### src/rtl/eeprom_seq.sv
// eeprom_seq: command-level sequencer feeding the at24c02_ctl parent port.
// Splits {addr, len, dir} commands into page-aligned segments, buffers one
// page of write or read data, and waits out the EEPROM write cycle between
// write segments. Optional macro EEPROM_SEQ_VERIFY_EN adds a read-back of
// each written segment that sets the sticky verify_err flag on mismatch.
module eeprom_seq #(
  parameter int ADDR_W    = 11,
  parameter int PAGE_SIZE = 16,
  parameter int LEN_W     = 9,
  parameter int WR_CYCLES = 250000
) (
  input  logic              clk,
  input  logic              rst,
  input  logic              cmd_valid,
  output logic              cmd_ready,
  input  logic [ADDR_W-1:0] cmd_addr,
  input  logic [LEN_W-1:0]  cmd_len,
  input  logic              cmd_wr,
  input  logic [7:0]        wdata,
  input  logic              wdata_valid,
  output logic              wdata_ready,
  output logic [7:0]        rdata,
  output logic              rdata_valid,
  input  logic              rdata_ready,
  output logic              busy,
  output logic              done,
  output logic              verify_err,
  output logic [ADDR_W-1:0] ctl_address,
  output logic [7:0]        ctl_din,
  input  logic [7:0]        ctl_dout,
  output logic              ctl_wr_en,
  output logic              ctl_parent_ready,
  output logic              ctl_last,
  input  logic              ctl_ready
);

  localparam int PB    = $clog2(PAGE_SIZE);
  localparam int CNT_W = (WR_CYCLES > 1) ? $clog2(WR_CYCLES) : 1;

  typedef enum logic [2:0] {
    IDLE, FILL, XFER_W, WAIT_WR, XFER_R, DRAIN, VRFY, FIN
  } state_t;

  state_t            state;
  logic [ADDR_W-1:0] addr;
  logic [LEN_W-1:0]  rem;
  logic [LEN_W-1:0]  seg;
  logic [LEN_W-1:0]  idx;
  logic [CNT_W-1:0]  cnt;
  logic [7:0]        mem [PAGE_SIZE];

  logic [LEN_W-1:0]  idx_nx;
  logic [PB-1:0]     idx_lo;
  logic [PB-1:0]     nx_lo;
  logic              last_byte;
  logic [ADDR_W-1:0] addr_nx;
  logic [LEN_W-1:0]  rem_nx;
  logic [LEN_W-1:0]  seg_nx;

  // Bytes left in the current page, capped by the bytes left in the command.
  function automatic logic [LEN_W-1:0] calc_seg(input logic [ADDR_W-1:0] a,
                                                input logic [LEN_W-1:0]  r);
    logic [LEN_W-1:0] room;
    room = LEN_W'(PAGE_SIZE) - LEN_W'(a[PB-1:0]);
    return (r < room) ? r : room;
  endfunction

  assign idx_nx    = idx + LEN_W'(1);
  assign idx_lo    = idx[PB-1:0];
  assign nx_lo     = idx_nx[PB-1:0];
  assign last_byte = (idx == seg - LEN_W'(1));
  assign addr_nx   = addr + ADDR_W'(seg);
  assign rem_nx    = rem - seg;
  assign seg_nx    = calc_seg(addr_nx, rem_nx);

`ifdef EEPROM_SEQ_VERIFY_EN
  logic verr;
  assign verify_err = verr;
`else
  assign verify_err = 1'b0;
`endif

  // Page buffer: filled from wdata in FILL, from ctl_dout in XFER_R (no reset).
  always_ff @(posedge clk) begin
    if (state == FILL && wdata_valid && wdata_ready)
      mem[idx_lo] <= wdata;
    else if (state == XFER_R && ctl_parent_ready && ctl_ready)
      mem[idx_lo] <= ctl_dout;
  end

  // Command sequencer FSM with registered outputs.
  always_ff @(posedge clk or posedge rst) begin
    if (rst) begin
      state            <= IDLE;
      cmd_ready        <= 1'b1;
      busy             <= 1'b0;
      done             <= 1'b0;
      wdata_ready      <= 1'b0;
      rdata            <= '0;
      rdata_valid      <= 1'b0;
      ctl_address      <= '0;
      ctl_din          <= '0;
      ctl_wr_en        <= 1'b0;
      ctl_parent_ready <= 1'b0;
      ctl_last         <= 1'b0;
      addr             <= '0;
      rem              <= '0;
      seg              <= '0;
      idx              <= '0;
      cnt              <= '0;
`ifdef EEPROM_SEQ_VERIFY_EN
      verr             <= 1'b0;
`endif
    end else begin
      done <= 1'b0;
      case (state)
        IDLE: begin
          if (cmd_valid && cmd_ready) begin
            cmd_ready <= 1'b0;
            busy      <= 1'b1;
            addr      <= cmd_addr;
            rem       <= cmd_len;
            seg       <= calc_seg(cmd_addr, cmd_len);
            idx       <= '0;
`ifdef EEPROM_SEQ_VERIFY_EN
            verr      <= 1'b0;
`endif
            if (cmd_len == '0) begin
              state <= FIN;
              done  <= 1'b1;
            end else if (cmd_wr) begin
              state       <= FILL;
              wdata_ready <= 1'b1;
            end else begin
              state <= XFER_R;
            end
          end
        end
        FILL: begin
          if (wdata_valid && wdata_ready) begin
            if (last_byte) begin
              wdata_ready <= 1'b0;
              idx         <= '0;
              state       <= XFER_W;
            end else begin
              idx <= idx_nx;
            end
          end
        end
        // Parent handshake is raised one cycle after entry and held for the
        // whole segment; ctl_ready is only honoured while it is high.
        XFER_W, XFER_R, VRFY: begin
          if (!ctl_parent_ready) begin
            ctl_parent_ready <= 1'b1;
            ctl_address      <= addr;
            ctl_wr_en        <= (state == XFER_W);
            ctl_din          <= (state == XFER_W) ? mem[0] : 8'h00;
            ctl_last         <= (seg == LEN_W'(1));
            idx              <= '0;
          end else if (ctl_ready) begin
`ifdef EEPROM_SEQ_VERIFY_EN
            if (state == VRFY && ctl_dout != mem[idx_lo])
              verr <= 1'b1;
`endif
            if (last_byte) begin
              ctl_parent_ready <= 1'b0;
              ctl_last         <= 1'b0;
              idx              <= '0;
              if (state == XFER_W) begin
                state <= WAIT_WR;
                cnt   <= '0;
              end else if (state == XFER_R) begin
                state <= DRAIN;
              end else begin
                addr <= addr_nx;
                rem  <= rem_nx;
                seg  <= seg_nx;
                if (rem_nx == '0) begin
                  state <= FIN;
                  done  <= 1'b1;
                end else begin
                  state       <= FILL;
                  wdata_ready <= 1'b1;
                end
              end
            end else begin
              idx      <= idx_nx;
              ctl_din  <= (state == XFER_W) ? mem[nx_lo] : 8'h00;
              ctl_last <= (idx_nx == seg - LEN_W'(1));
            end
          end
        end
        WAIT_WR: begin
          if (cnt == CNT_W'(WR_CYCLES - 1)) begin
`ifdef EEPROM_SEQ_VERIFY_EN
            state <= VRFY;
`else
            addr <= addr_nx;
            rem  <= rem_nx;
            seg  <= seg_nx;
            if (rem_nx == '0) begin
              state <= FIN;
              done  <= 1'b1;
            end else begin
              state       <= FILL;
              wdata_ready <= 1'b1;
            end
`endif
          end else begin
            cnt <= cnt + CNT_W'(1);
          end
        end
        DRAIN: begin
          if (!rdata_valid) begin
            rdata       <= mem[idx_lo];
            rdata_valid <= 1'b1;
          end else if (rdata_ready) begin
            if (last_byte) begin
              rdata_valid <= 1'b0;
              idx         <= '0;
              addr        <= addr_nx;
              rem         <= rem_nx;
              seg         <= seg_nx;
              if (rem_nx == '0) begin
                state <= FIN;
                done  <= 1'b1;
              end else begin
                state <= XFER_R;
              end
            end else begin
              idx   <= idx_nx;
              rdata <= mem[nx_lo];
            end
          end
        end
        FIN: begin
          busy      <= 1'b0;
          cmd_ready <= 1'b1;
          state     <= IDLE;
        end
        default: state <= IDLE;
      endcase
    end
  end

endmodule

### config.mk
export PLATFORM = sky130hd
export DESIGN_NAME = eeprom_seq
export DESIGN_NICKNAME = d
export VERILOG_FILES = /design/src/rtl/eeprom_seq.sv
export SDC_FILE = /design/constraint.sdc
export NUM_CORES = 1
export LEC_CHECK = 0
export ABC_AREA = 1
export CAP_MARGIN = 10
export CORE_MARGIN = 4
export CORE_UTILIZATION = 50
export DETAILED_ROUTE_END_ITERATION = 8
export GPL_TIMING_DRIVEN = 0
export PLACE_DENSITY = 0.69
export SYNTH_ARGS = -nofsm -noshare
export SYNTH_HDL_FRONTEND = slang
export SYNTH_SLANG_ARGS = --single-unit
export TNS_END_PERCENT = 5
### constraint.sdc
create_clock -name clk -period 6.2 [get_ports clk]
set_input_delay 1.24 -clock clk [delete_from_list [all_inputs] [get_ports clk]]
set_output_delay 1.24 -clock clk [all_outputs]
set_load 0.01 [all_outputs]
==> results of run 1 <==
[worst max-delay path: stages (launching register included)]
cell      delay (ps)
dfrtp_1          520
clkbuf_1         450
buf_1            490
inv_1            190
ha_1             360
buf_1            490
clkbuf_1         460
o21ai_0          170
o211ai_1         320
nand3_1          240
nand2_1          150
nor2_1            50
a21oi_1          170
nand2_1           70
o21ai_0           70
[synth_stat cells (11+ instances only)]
library cell | instances | share of area
a21oi_1 | 108 | 0.041
buf_2 | 11 | 0.0042
clkbuf_1 | 45 | 0.013
dfrtp_1 | 93 | 0.18
edfxtp_1 | 128 | 0.29
ha_1 | 35 | 0.033
inv_1 | 182 | 0.052
nand2_1 | 356 | 0.10
nand3_1 | 94 | 0.036
nand4_1 | 21 | 0.010
nor2_1 | 160 | 0.046
nor3_1 | 11 | 0.0042
o211ai_1 | 34 | 0.019
o21ai_0 | 227 | 0.086
o22ai_1 | 11 | 0.0052
xor2_1 | 22 | 0.015
[cell families after synthesis]
logic type	Yosys count	synth area share
simple gates	678	0.2172
compound gates	414	0.1702
buf+inv	260	0.07768
flops	222	0.4704
fa+ha+maj	37	0.03628
xor+xnor	31	0.02118
mux	8	0.006838
other cells	1	0.0002846
[registers in the layout, summed over array words and instances, names as in the netlist, 3 cells and up]
name / cells
cnt: 18
ctl_din: 8
seg: 9
addr: 11
state: 3
rdata: 8
ctl_address: 11
rem: 9
idx: 9
mem: 128
[power breakdown]
group,switching (mW),leakage (nW),internal (mW)
Clock,0.630,0.425,0.937
Sequential,0.198,2.36,1.85
Combinational,2.87,3.69,1.42
Total,3.70,6.48,4.21
[path summary, 6_finish.rpt]
kind | startpoint | to | slack, ps | depth (start not counted)
min reg2reg | ctl_address[10] | ctl_address[10] | 480 | 2
max | idx[1] | rdata[6] | 1900 | 14
max in group asynchronous | rst | addr[0] | 4470 | 3
min | ctl_address[10] | ctl_address[10] | 480 | 2
max reg2reg | idx[1] | rdata[6] | 1900 | 14
min in group asynchronous | rst | state[0] | 1070 | 2
[routing by layer]
layer  vias to the layer above  global-route usage
met5                         -                   0
met4                         0              0.1208
met3                       115             0.03554
met2                       515              0.4539
met1                      5713              0.3856
li1                       5779                   -
[stage by stage]
step	instances	setup slack (ps)
2_1_floorplan	1651	2513
3_3_place_gp	2063	933.1
3_5_place_dp	2064	1941
4_1_cts	2110	2047
5_1_grt	2110	1774
6_report	2110	1901
[cell type report]
class	count	area, sq um
Fill cell	2449	10720
Sequential cell	222	6197
Multi-Input combinational cell	1169	5954
Timing Repair Buffer	78	798.3
Inverter	190	715.7
Clock buffer	29	660.6
Tap cell	335	419.2
Buffer	70	310.3
Clock inverter	17	210.2
==> impl_metrics.csv, run 1 <==
group,metric,value,unit
worst_setup_path,crit_fanout,10,
grt,grt_pass1_wl,63.54,mm
cts,cts_buffer_depth,3,
place,dp_hpwl,31.00,mm
cells_and_area,final_cell_area,15270,sq um
route,wl_met2,19.19,mm
floorplan,initial_core_util,0.5070,
timing,rsz0062_at_grt,"false",
logic_synthesis,yosys.cell_types.count,48,
route,drc,0,
timing,skew,25.07,ps
grt,grt_usage,0.2817,
cts,root_buffer,"clkbuf_16",
route,antenna_left,0,
logic_synthesis,ys_warn_count,0,
timing,slew_violations,0,
cts,hold_buffers,0,
logic_synthesis,syn_area,13180,sq um
route,drt_iter0_markers,1229,
logic_synthesis,synth_ff_type,"edfxtp_1",
floorplan,io_pins,79,
grt,grt_max_degree,63,
cts,ctsResizeCount,0,
run_status,status,"finished, final reports clean",
job,maxCapViolCount,0,
cells_and_area,final_cell_mix,"356 x nand2_1, 227 x o21ai_0, 181 x inv_1",
cts,post_cts_buffers,0,
timing,max_freq,232.6,MHz
worst_setup_path,crit_path_start_kind,"register",
worst_setup_path,cp-end-kind,"register",
cells_and_area,final_layout_size_suffix_gt1_frac,0.06366,
floorplan,row_count,59,
route,dr.pass1.iters,7,
cts,cts_buffers,25,
route,m1WireLength,17.72,mm
cells_and_area,area_delta_synth_final,15.87,%
timing,tns,0,ps
cts,cts.clk_slew.worst_paths,60,ps
grt,globalRouteOverflowTotal,0,
timing,setup_violations,0,
floorplan,die-area,29010,sq um
power_and_ir_drop,peakVddDrop,0.4369,mV
cts,clk_latency,550,ps
min_path,hp-class,"register to register",
timing,finalHoldViolCount,0,
route,dr_wl_met3,2.751,mm
route,viasPerCell,5.745,
route,vias,12120,
place,gp_congestion,0.9750,
logic_synthesis,ys_seq_area_frac,0.4704,
route,post_drt_wl_per_cell,19.79,um
cts,cts_sinks,222,
worst_setup_path,cp.arrival,4750,ps
logic_synthesis,post_synth.cell_area_avg,7.980,sq um
timing,worst-slew-pin-transition,873.3,ps
logic_synthesis,synth_edf_count,128,
timing,relSlewSlack,0.4157,
power_and_ir_drop,p_leak,6.477,nW
logic_synthesis,synth_seq_cells,222,
timing,fin_crit_sh,0.6934,
worst_setup_path,crit_type,"register to register",
place,postPlaceCellArea,14400,sq um
grt,grt_pass1_vias,11390,
floorplan,dieWidth,170.3,um
floorplan,fp.dieH,170.3,um
floorplan,core,25980,sq um
logic_synthesis,async_flop_share,0.4234,
logic_synthesis,syn_nets,1731,
logic_synthesis,syn_inst,1651,
cells_and_area,final_common_cell,"nand2_1",
timing,min_period,4299,ps
cells_and_area,post-route-util,0.5875,
place,portBuffers,77,
power_and_ir_drop,power,7.909,mW
route,route.top_layer_used,"met4",
cts,cts_tree,"built",
cts,cts-htree-levels,1,
power_and_ir_drop,power_density,518.1,nW/um^2
timing,holdWs,481.2,ps
cells_and_area,nNetsFinal,1836,
grt,antenna_found_initial,0,
cells_and_area,antennaDiodeCount,0,
route,drt_wl_total,41.76,mm
worst_setup_path,critPathRequiredTime,6660,ps
Note: power is estimated with default switching activity, not from simulation.
==> run 2: changes to the inputs <==
- clock period: 6.2 -> 4.3 ns (I/O delays scaled with it)
==> impl_metrics.csv, run 2 (synthesis results as in run 1) <==
group,metric,value,unit
floorplan,die-area,29010,sq um
cells_and_area,instances_no_fill,2110,
worst_setup_path,crit_path_start_kind,"register",
worst_setup_path,critPathRequiredTime,4720,ps
worst_setup_path,cp_slowest_stage_delay,550,ps
cts,cts_tree,"built",
power_and_ir_drop,power,11.41,mW
timing,slew_violations,0,
worst_setup_path,regToRegStartpoint,"idx[1]",
cells_and_area,largest_register_ffs,128,
timing,max_freq,236.2,MHz
floorplan,initial_core_util,0.5070,
cts,root_buffer,"clkbuf_16",
cells_and_area,multi_input_area,5954,sq um
power_and_ir_drop,p_seq_frac,0.259,
route,post_drt_wl_per_cell,19.83,um
timing,setup_violations,0,
timing,worst-slew-pin-transition,877.7,ps
cells_and_area,antennaDiodeCount,0,
timing,rsz0062_at_grt,"false",
place,dp_hpwl,31.00,mm
worst_setup_path,cp.arrival,4650,ps
worst_setup_path,path_cells,"clkbuf_1 -> buf_1 -> inv_1 -> ha_1 -> buf_1 -> buf_1 -> a21oi_1 -> o21ai_0 -> o211ai_1 -> nand3_1 -> nand2_1 -> nor2_1 -> a21oi_1 -> nand2_1 -> o21ai_0",
worst_setup_path,cpMostUsedCell,"buf_1",
place,gp_congestion,0.9750,
power_and_ir_drop,p_int,6.073,mW
floorplan,row_count,59,
cells_and_area,largest_register,"mem",
route,antenna_left,0,
run_status,status,"finished, final reports clean",
route,vias,12130,
cells_and_area,final_layout_size_suffix_gt1_frac,0.06479,
cells_and_area,seq_area,6197,sq um
power_and_ir_drop,combinationalPowerShare,0.543,
cts,cts_buffer_depth,3,
cts,clk_latency,550,ps
timing,finalHoldViolCount,0,
cells_and_area,reg_top3,"mem: 128 flops, cnt: 18 flops",
cts,cts_buffers,25,
worst_setup_path,crit_start,"idx[1]",
cts,cts-htree-levels,1,
floorplan,io_pins,79,
job,maxCapViolCount,0,
route,drt_iter0_markers,1235,
place,placedCellCount,2064,
cells_and_area,area_delta_synth_final,15.89,%
worst_setup_path,crit_slowest_cell,"buf_1",
timing,min_period,4233,ps
floorplan,core,25980,sq um
timing,tns,0,ps
route,viasPerCell,5.750,
grt,globalRouteOverflowTotal,0,
cells_and_area,final_cell_mix,"356 x nand2_1, 227 x o21ai_0, 181 x inv_1",
worst_setup_path,cp-end-kind,"register",
grt,grt_usage,0.2817,
cells_and_area,fill_cells,2447,
min_path,hp-class,"register to register",
power_and_ir_drop,switching_share,0.4679,
floorplan,fp.dieH,170.3,um
power_and_ir_drop,p_leak,6.484,nW
cts,cts_sinks,222,
timing,relSlewSlack,0.4127,
grt,antenna_found_initial,0,
timing,skew,24.23,ps
power_and_ir_drop,clkPwrFrac,0.198,
floorplan,dieWidth,170.3,um
place,portBuffers,77,
cells_and_area,nNetsFinal,1836,
cts,hold_buffers,0,
cells_and_area,final_common_cell,"nand2_1",
worst_setup_path,crit_type,"register to register",
cts,cts.clk_slew.worst_paths,60,ps
worst_setup_path,crit_fanout,10,
power_and_ir_drop,p_switching,5.341,mW
min_path,hold_start,"ctl_address[10]",
grt,grt_pass1_vias,11390,
timing,fin_crit_sh,0.9845,
power_and_ir_drop,peakVddDrop,0.6299,mV
route,drt_wl_total,41.84,mm
route,dr.pass1.iters,6,
route,drc,0,
power_and_ir_drop,power_density,747.5,nW/um^2
grt,grt_pass1_wl,63.54,mm
grt,grt_max_degree,63,
run 2: cell types whose count changed in the layout (fill, tap and decap cells not counted):
cell      change
clkbuf_2      +2
buf_1         -1
clkbuf_1      -1
run 2: final timing paths:
| check | to | slack (ps) | cells past startpoint |
|---|---|---|---|
| setup / recovery | rdata[6] | 70 | 15 |
| hold / removal | ctl_address[10] | 480 | 2 |
| setup reg to reg | rdata[6] | 70 | 15 |
| hold reg to reg | ctl_address[10] | 480 | 2 |
| max in group asynchronous | addr[0] | 2950 | 3 |
| min in group asynchronous | state[0] | 690 | 2 |
run 2: routing by layer:
| metal | vias to the layer above | wire length [um] | track usage |
|---|---|---|---|
| li1 | 5778 | - | - |
| met1 | 5711 | 17720 | 0.3856 |
| met2 | 529 | 19200 | 0.4539 |
| met3 | 115 | 2839 | 0.03554 |
| met4 | 0 | 2078 | 0.1208 |
| met5 | - | 0 | 0 |
run 2: cell type report:
cell class              instances  share of cell area
multi-input cells            1169              0.3900
plain buffers                  70             0.02049
flip-flops and latches        222              0.4059
inverters                     190             0.04687
clock inverters                17             0.01377
repair buffers                 78             0.05228
well taps                     335             0.02745
clock buffers                  29             0.04327
run 2: timing repair:
| action | CTS | global route |
|---|---|---|
| gates resized for setup | 0 | 3 |
| endpoints found under the setup margin | 0 | 6 |
| setup buffers | 0 | 0 |
run 2: power by group through the flow:
stage / Sequential [mW] / Combinational, mW / Clock [mW]
floorplan: 2.98 / 4.10 / 0
global placement: 2.99 / 5.98 / 0
detailed placement: 2.99 / 6.08 / 0
CTS: 2.96 / 6.11 / 2.28
global route: 3.00 / 6.89 / 2.37
finish: 2.95 / 6.20 / 2.26
run 2: worst max-delay path: cells and delay by family, from the launching register on:
family                     cells  cell delay, ps
DFF                            1             530
buffers and inverters          5            2170
and+or+nand+nor                4             370
adders and majority gates      1             360
AOI/OAI and AO/OA              5             660
run 2: stage by stage:
step	worst slack, ps	utilization	hold WS, ps	area, sq um
floorplan	993.0	-	455.3	13180
global placement	-586.9	0.5528	464.3	14370
detailed placement	183.7	0.5540	472.4	14400
CTS	147.4	0.5875	486.5	15270
global route	4.739	0.5876	505.4	15270
finish	66.69	0.5876	481.2	15270
